<file path="src/rtl/photo_store_ctrl.sv">
// Photo store controller: moves one frame between frame-buffer port B and an SD
// card slot, one 512-byte sector (256 sixteen-bit words) at a time.
module photo_store_ctrl #(
    parameter int          PIX_W     = 12,
    parameter int          ADDR_W    = 19,
    parameter int          FRAME_SEC = 1200,
    parameter int          SLOT_N    = 16,
    parameter logic [31:0] BASE_SEC  = 32'd8192,
    parameter int          TO_CYC    = 1_000_000,
    localparam int         SW        = (SLOT_N > 1) ? $clog2(SLOT_N) : 1
) (
    input  logic              sys_clk,
    input  logic              sys_rst,
    input  logic              cmd_valid,
    input  logic [1:0]        cmd_op,
    input  logic [SW-1:0]     cmd_slot,
    output logic [1:0]        mode,
    output logic              cam_wr_gate,
    input  logic [ADDR_W-1:0] vga_addr,
    output logic [ADDR_W-1:0] buf_addr,
    output logic              buf_we,
    output logic [PIX_W-1:0]  buf_wdata,
    input  logic [PIX_W-1:0]  buf_rdata,
    input  logic              sd_init_done,
    output logic              wr_start_en,
    input  logic              wr_busy,
    input  logic              wr_req,
    output logic [15:0]       wr_data,
    output logic              rd_start_en,
    input  logic              rd_busy,
    input  logic              rd_val_en,
    input  logic [15:0]       rd_val_data,
    output logic [31:0]       sec_addr,
    output logic              done,
    output logic              err
);

    localparam int FRAME_WORDS = FRAME_SEC * 256;
    localparam int WCW         = $clog2(FRAME_WORDS);
    localparam int SCW         = $clog2(FRAME_SEC + 1);
    localparam int TCW         = $clog2(TO_CYC + 1);

    typedef enum logic [2:0] {
        S_LIVE, S_SAVE_ST, S_SAVE_XF, S_LOAD_ST, S_LOAD_XF, S_ERR
    } state_t;

    state_t         state;
    logic [WCW-1:0] word_cnt;
    logic [8:0]     sec_words;
    logic [SCW-1:0] sec_cnt;
    logic [TCW-1:0] to_cnt;

    logic is_save, xfer_evt, xfer_busy, sec_full, to_hit, cmd_go;
    logic unused_hi;

    assign is_save   = (state == S_SAVE_ST) || (state == S_SAVE_XF);
    assign xfer_evt  = is_save ? wr_req  : rd_val_en;
    assign xfer_busy = is_save ? wr_busy : rd_busy;
    assign sec_full  = (sec_words == 9'd256);
    assign to_hit    = (to_cnt == TCW'(TO_CYC - 1));
    assign cmd_go    = cmd_valid && sd_init_done && (cmd_op == 2'd1 || cmd_op == 2'd2);

    assign buf_wdata = rd_val_data[PIX_W-1:0];
    assign wr_data   = 16'(buf_rdata);
    assign unused_hi = ^rd_val_data;

    always_comb begin
        mode = 2'd0;
        case (state)
            S_SAVE_ST, S_SAVE_XF: mode = 2'd1;
            S_LOAD_ST, S_LOAD_XF: mode = 2'd2;
            S_ERR:                mode = 2'd3;
            default:              mode = 2'd0;
        endcase
        cam_wr_gate = (state == S_LIVE);
        err         = (state == S_ERR);
        // Outside LIVE port B follows the word counter so read data is ready before the next wr_req
        buf_addr    = (state == S_LIVE) ? vga_addr : ADDR_W'(word_cnt);
        buf_we      = (state == S_LOAD_XF) && rd_val_en && !sec_full && sd_init_done && !to_hit;
    end

    always_ff @(posedge sys_clk) begin
        if (sys_rst) begin
            state       <= S_LIVE;
            word_cnt    <= '0;
            sec_words   <= '0;
            sec_cnt     <= '0;
            to_cnt      <= '0;
            sec_addr    <= BASE_SEC;
            wr_start_en <= 1'b0;
            rd_start_en <= 1'b0;
            done        <= 1'b0;
        end else begin
            wr_start_en <= 1'b0;
            rd_start_en <= 1'b0;
            done        <= 1'b0;
            case (state)
                S_LIVE: begin
                    to_cnt <= '0;
                    if (cmd_go) begin
                        word_cnt  <= '0;
                        sec_words <= '0;
                        sec_cnt   <= '0;
                        sec_addr  <= BASE_SEC + 32'(cmd_slot) * 32'(FRAME_SEC);
                        state     <= (cmd_op == 2'd1) ? S_SAVE_ST : S_LOAD_ST;
                    end
                end
                S_ERR: begin
                    to_cnt <= '0;
                    if (cmd_valid && cmd_op == 2'd0) state <= S_LIVE;
                end
                S_SAVE_ST, S_LOAD_ST, S_SAVE_XF, S_LOAD_XF: begin
                    if (!sd_init_done || to_hit) begin
                        state  <= S_ERR;
                        to_cnt <= '0;
                    end else if (state == S_SAVE_ST || state == S_LOAD_ST) begin
                        if (!xfer_busy) begin
                            to_cnt      <= '0;
                            wr_start_en <= is_save;
                            rd_start_en <= !is_save;
                            state       <= is_save ? S_SAVE_XF : S_LOAD_XF;
                        end else begin
                            to_cnt <= to_cnt + 1'b1;
                        end
                    end else if (xfer_evt && !sec_full) begin
                        to_cnt    <= '0;
                        sec_words <= sec_words + 9'd1;
                        if (word_cnt != WCW'(FRAME_WORDS - 1)) word_cnt <= word_cnt + 1'b1;
                    end else if (sec_full && !xfer_busy) begin
                        // Sector finished: either the frame is complete or the next sector starts
                        to_cnt    <= '0;
                        sec_words <= '0;
                        if (sec_cnt == SCW'(FRAME_SEC - 1)) begin
                            done  <= 1'b1;
                            state <= S_LIVE;
                        end else begin
                            sec_cnt  <= sec_cnt + 1'b1;
                            sec_addr <= sec_addr + 32'd1;
                            state    <= is_save ? S_SAVE_ST : S_LOAD_ST;
                        end
                    end else begin
                        to_cnt <= to_cnt + 1'b1;
                    end
                end
                default: state <= S_LIVE;
            endcase
        end
    end

endmodule

</file>
<file path="config.mk">
export PLATFORM = sky130hd
export DESIGN_NAME = photo_store_ctrl
export DESIGN_NICKNAME = d
export VERILOG_FILES = /design/src/rtl/photo_store_ctrl.sv
export SDC_FILE = /design/constraint.sdc
export NUM_CORES = 1
export LEC_CHECK = 0
export BUFFER_PORTS_ARGS = -buffer_cell sky130_fd_sc_hd__buf_4
export CAP_MARGIN = 10
export CORE_MARGIN = 8
export CORE_UTILIZATION = 50
export DETAILED_ROUTE_END_ITERATION = 10
export PLACE_DENSITY_LB_ADDON = 0.12
export RECOVER_POWER = 50
export SLEW_MARGIN = 20
export SYNTH_ARGS = -nofsm -noshare
export SYNTH_HDL_FRONTEND = slang
export SYNTH_SLANG_ARGS = --single-unit
</file>
<file path="constraint.sdc">
create_clock -name sys_clk -period 2.71 [get_ports sys_clk]
set_input_delay 0 -clock sys_clk [delete_from_list [all_inputs] [get_ports sys_clk]]
set_output_delay 0 -clock sys_clk [all_outputs]
set_load 0.1 [all_outputs]
</file>
==> results of run 1 <==
## cell usage in the layout (no fill, tap or decap), types with 20 or more instances in the layout
master,Yosys,routed
nand2_1,147,147
dfxtp_1,97,91
buf_4,32,64
nand3_1,54,54
a21oi_1,53,53
nor2_1,39,39
clkbuf_1,27,39
o21ai_0,36,36
nand4_1,29,29
mux2i_1,22,22
ha_1,22,22
inv_1,22,21
or2_2,20,20
## kinds of logic (layout without fill, tap and decap cells)
logic type | count (synthesis) | count (layout) | synth area share, %
xor gates and xnor gates | 13 | 13 | 1.84
muxes | 23 | 23 | 3.67
adders and majority gates | 24 | 24 | 4.62
AOI/OAI and AO/OA | 192 | 192 | 19.9
buffers and inverters | 98 | 162 | 8.25
DFF | 97 | 97 | 29.4
other | 1 | 4 | 0.0567
and+or+nand+nor | 409 | 409 | 32.3
## per-stage QoR
step,power [mW],TNS [ps],area (um2)
floorplan,5.72,-8.92,6630
global placement,6.63,0,7320
detailed placement,6.70,-7.83,7320
CTS,8.02,0,7630
global route,8.24,-14.6,7450
finish,7.87,0,7450
## synthesized netlist by cell type, drive strengths merged (7+ instances only)
cell type  count
a21o           7
o31ai         21
dfxtp         97
nand4         30
inv           22
nor2          41
a21oi         55
o211ai         9
o21ai         39
and3          16
xor2           8
nand2        147
or4           16
buf           49
a31oi          8
nand3         55
and2          11
nor4          11
nor3          14
ha            22
or3           16
clkbuf        27
and4           8
a211oi         9
mux2i         22
or2           20
## layout make-up
type,count,share of cell area (%)
tap,176,2.95
multi-input combinational,665,55.4
clock buffer,10,3.21
inverter,22,1.11
clock inverter,6,0.907
sequential,97,26.2
timing repair buffer,124,10.2
## what timing repair did
action	4_1_cts	5_1_grt
hold endpoints to repair	0	0
gates resized for setup	0	4
endpoints found under the setup margin	0	4
buffers inserted	0	3
## power groups by stage
stage                     clock (mW)  sequential [mW]  combinational [mW]
after floorplan                    0             2.15                3.58
after global placement             0             1.70                4.92
after detailed placement           0             1.71                4.98
after CTS                       1.35             1.68                4.99
after global routing            1.40             1.70                5.14
final                           1.33             1.68                4.85
## worst max path at each step
| stage | to | depth (start not counted) |
|---|---|---|
| 6_report | to_cnt[17] | 6 |
| 5_1_grt | to_cnt[17] | 8 |
| 4_1_cts | to_cnt[17] | 8 |
| 3_5_place_dp | sec_addr[14] | 13 |
| 3_3_place_gp | to_cnt[17] | 8 |
| 2_1_floorplan | sec_addr[24] | 6 |
## per-layer routing
metal | track usage [%] | vias to the layer above
met3 | 4.02 | 21
met1 | 27.8 | 3230
li1 | - | 3237
met5 | 0 | -
met2 | 37.5 | 243
met4 | 7.56 | 0
## state kept, by name (all words and copies together), names as in the netlist
name,count
wr_start_en,1
state,3
sec_words,9
sec_addr,32
word_cnt,19
done,1
to_cnt,20
rd_start_en,1
sec_cnt,11
## critical path, stage by stage, from the launching register on
cell	delay [ps]
dfxtp_1	340
or4b_4	600
o21ai_2	180
mux4_2	550
or3_4	470
or3_1	380
o21ai_1	70
==> flow_summary.yaml, run 1 <==
floorplanning:
  pin_count: 148
  initial_core_util_pct: 50.5
  rows: 42
  die_w_um: 131
  core_area_um2: 13100
  die_area_um2: 17200
  fp.dieH_um: 131
sta:
  finalCriticalPeriod_ps: 2660
  finalMaxSlewViolations: 0
  post-route-period-util_pct: 98.1
  grt_setup_unrepaired: "yes"
  slew_headroom_pct: 21.1
  holdWs_ps: 0.0321
  hold_viol: 0
  fin_ws_ps: 51.7
  fmax_ghz: 0.376
  worstMarginPinSlew_ps: 1190
  fin_skew_ps: 8.13
  finalSetupViolCount: 0
worst_setup_path:
  critPathLaunchType: "flop"
  worst-path-max-fanout: 8
  r2r_cells: 6
  crit_path_end_kind: "flop"
  crit_type: "reg2reg"
  rr_endpoint: "to_cnt[17]"
  worstPathArrival_ps: 2940
  required_ps: 3000
  critical_path.startpoint: "sec_words[5]"
  worst-r2r-setup-slack_ps: 50
  r2r-start: "sec_words[5]"
grt:
  gr-total-overflow: 0
  antenna_found_initial: 0
  grt_pass1_wl_um: 31200
  grt_max_degree: 43
  grt_use_total_pct: 22.2
  grt_pass1_vias: 6345
layout:
  diodes: 0
  seq_area_um2: 1950
  area_growth_syn_to_layout_pct: 12.7
  num-fill-cells: 1302
  layout.nets: 1003
  final_cells: 1100
  drive_gt1_share_pct: 16.2
  final_core_util_pct: 57.0
  multi_input_area_um2: 4130
hold_path:
  holdPathStages: 0
  hold_start: "rd_val_data[1]"
  hold_end: "buf_wdata[1]"
  hold_path.class: "in2out"
synth:
  synthCells: 857
  netlist_top_cells_area: "dfxtp_1 29%, nand2_1 8.3%, ha_1 4.2%"
  synth-seq-cells: 97
  syn_area_um2: 6610
  avgSynthCellArea_um2: 7.71
  synth-main-ff-cell: "dfxtp_1"
  synth-edff-count: 0
  yosysSeqAreaShare_pct: 29.4
  synth.distinct_cells: 80
  async_flop_share_pct: 0
  synthesis.yosys.warnings: 0
  synth_top_cell_by_area: "dfxtp_1"
  synth_top_area_share_pct: 29.4
routing:
  wl_met3_um: 1410
  wl_met1_um: 8290
  route.detailed.drc: 0
  via_per_inst: 6.12
  dr.max_layer_used: "met4"
  drt_pass1_iterations: 5
  drtIter0Drc: 546
  totalWireLength_um: 19300
  vias: 6731
  antenna_left: 0
  wl_met2_um: 9360
  wl_per_cell_um: 17.5
clock_network:
  clkTransAtPathRegs_ps: 70
  clk_latency_ps: 350
  cts_root_buf: "clkbuf_16"
  cts_tree: "yes"
  h-tree-depth: 3
  cts_max_path_buffers: 2
  numCtsBuffers: 9
  hold_buffers: 0
  cts_sinks: 97
power:
  p_leak_nw: 2.86
  combPwrFrac_pct: 61.7
  switching_share_pct: 57.6
  pwr-share-clk_pct: 16.9
  ir_drop_uv: 707
  p_seq_share_pct: 21.4
  p_sw_mw: 4.53
  p_int_mw: 3.34
  powerDensity_nw_per_um2: 1060
placement:
  dp_hpwl_um: 13900
  place_inst: 1081
  gp_congestion: 0.874
  dp_slack_ps: -7.83
  io_buffers: 91
run:
  cap_violations: 0
outcome:
  outcome: "finished clean"
Note: power is estimated with default switching activity, not from simulation.
==> run 2: changes to the inputs <==
Settings changed: CELL_PAD_IN_SITES_DETAIL_PLACEMENT from default to 2, CELL_PAD_IN_SITES_GLOBAL_PLACEMENT from default to 2, CORE_UTILIZATION 50 to 34.
Clock period 2.71 ns to 3.25 ns, I/O delays scaled along.
==> run 2 against run 1 <==
Highest routed layer unchanged. Via count up 0.10%. Clock power down 8%. Die area up 41%. Critical endpoint is now sec_words[4]. Critical path type unchanged. Largest cell class unchanged.
==> flow_summary.yaml, run 2 (same netlist as run 1, synthesis figures left out) <==
outcome:
  outcome: "finished clean"
routing:
  drtIter0Drc: 253
  wl_per_cell_um: 20.0
  route.detailed.drc: 0
  totalWireLength_um: 23500
  drt_pass1_iterations: 4
  vias: 6738
  antenna_left: 0
  via_per_inst: 5.73
sta:
  grt_setup_unrepaired: "no"
  hold_viol: 0
  post-route-period-util_pct: 88.9
  finalMaxSlewViolations: 0
  finalSetupTns_ps: 0
  fmax_ghz: 0.346
  finalCriticalPeriod_ps: 2890
  slew_headroom_pct: 18.5
  finalSetupViolCount: 0
  fin_skew_ps: 12.8
  worstMarginPinSlew_ps: 1230
power:
  powerDensity_nw_per_um2: 888
  ir_drop_uv: 481
  p_leak_nw: 2.73
worst_setup_path:
  crit_path_cell_trace: "o21ai_0, nand2_1, a31o_4, o211ai_1, o21ai_0, a21oi_1"
  worstPathArrival_ps: 3190
  crit_path_end_kind: "flop"
  rr_endpoint: "sec_words[4]"
  r2r_cells: 6
  max_stage_delay_ps: 800
  crit_type: "reg2reg"
  critPathTopFamily: "compound AO/OA/AOI/OAI gates"
  slowest_stage: "o211ai_1"
  r2r-start: "state[0]"
  crit_buf_inv: 0
  worst-r2r-setup-slack_ps: 360
  required_ps: 3550
  cpMostUsedCell: "o21ai_0"
  critPathLaunchType: "flop"
  worst-path-max-fanout: 17
floorplanning:
  pin_count: 148
  fp.dieH_um: 155
  core_area_um2: 19300
  initial_core_util_pct: 34.3
  rows: 51
  die_area_um2: 24200
  die_w_um: 155
clock_network:
  postCtsSetupBuffers: 0
  h-tree-depth: 3
  cts_root_buf: "clkbuf_16"
  cts_sinks: 97
  clk_latency_ps: 360
  hold_buffers: 0
  cts_resized: 0
  clkTransAtPathRegs_ps: 80
  cts_tree: "yes"
  numCtsBuffers: 9
  cts_max_path_buffers: 2
run:
  cap_violations: 0
layout:
  largest_register: "sec_addr"
  final_cell_mix: "147 x nand2_1, 97 x dfxtp_1, 57 x clkbuf_1, 54 x nand3_1, 53 x a21oi_1"
  multi_input_area_um2: 4120
  largest_reg_flops: 32
  final_common_cell: "nand2_1"
  layout.nets: 989
  area_growth_syn_to_layout_pct: 12.1
  top_regs: "sec_addr (32), to_cnt (20), word_cnt (19)"
  diodes: 0
  seq_area_um2: 1940
  final_core_util_pct: 38.5
  drive_gt1_share_pct: 11.9
  num-fill-cells: 2328
hold_path:
  hold_end: "buf_wdata[7]"
  hold_start: "rd_val_data[7]"
  hold_path.class: "in2out"
  holdPathStages: 0
grt:
  grt_pass1_wl_um: 38300
  grt_max_degree: 35
  antenna_found_initial: 0
  grt_pass1_vias: 7320
  grt_use_total_pct: 19.5
  gr-total-overflow: 0
placement:
  io_buffers: 91
  dp_hpwl_um: 17400
  gp_congestion: 0.815
## run 2: cell count changes in the layout (fill, tap and decap cells not counted), moves of 2 or more
cell	delta
clkbuf_1	+18
clkbuf_2	-18
buf_4	-12
dfxtp_1	+6
dfxtp_2	-6
buf_12	-2
clkinv_4	-2
clkinvlp_4	-2
inv_6	+2
## run 2: worst max path at each step
stage / from / end / slack [ps] / cells past startpoint
floorplan: sec_addr[0] / sec_addr[24] / 300 / 7
global placement: cmd_slot[2] / sec_addr[14] / 460 / 13
detailed placement: cmd_slot[2] / sec_addr[14] / 300 / 13
CTS: sec_words[0] / to_cnt[13] / 400 / 8
global route: state[0] / sec_words[3] / 180 / 6
finish: state[0] / sec_words[4] / 360 / 6
## run 2: through the flow
stage | power, mW | std cells | instance area, um2 | setup slack [ps] | hold slack, ps
after floorplan | 4.77 | 860 | 6620 | 299 | 212
after global placement | 5.48 | 1159 | 7320 | 464 | 0.797
after detailed placement | 5.60 | 1159 | 7330 | 299 | 0.797
after CTS | 6.85 | 1175 | 7660 | 403 | 0.797
after global routing | 6.94 | 1175 | 7410 | 178 | 0.143
final | 6.59 | 1175 | 7410 | 360 | 0.0439
## run 2: layer usage
layer	GRT usage (%)	vias to the layer above	wire, um
met5	0	-	0
met4	6.70	0	409
met3	2.91	50	658
met2	35.2	75	11900
met1	23.1	3413	10600
li1	-	3200	-
## run 2: cell type report
type,instances,area share [%]
Clock buffer,10,3.22
Timing Repair Buffer,110,8.22
Clock inverter,6,1.18
Inverter,22,1.11
Sequential cell,97,26.2
Tap cell,265,4.47
Multi-Input combinational cell,665,55.6
## run 2: power by group
part / switching, mW / internal, mW / total [mW]
clock network: 0.527 / 0.700 / 1.23
registers: 0.153 / 1.27 / 1.43
logic: 3.18 / 0.747 / 3.93
## run 2: worst reg2reg max path, cell delays in order (launching register included)
cell and delay [ps]:
dfxtp_1 490, o21ai_0 500, nand2_1 280, a31o_4 360, o211ai_1 800, o21ai_0 240, a21oi_1 160
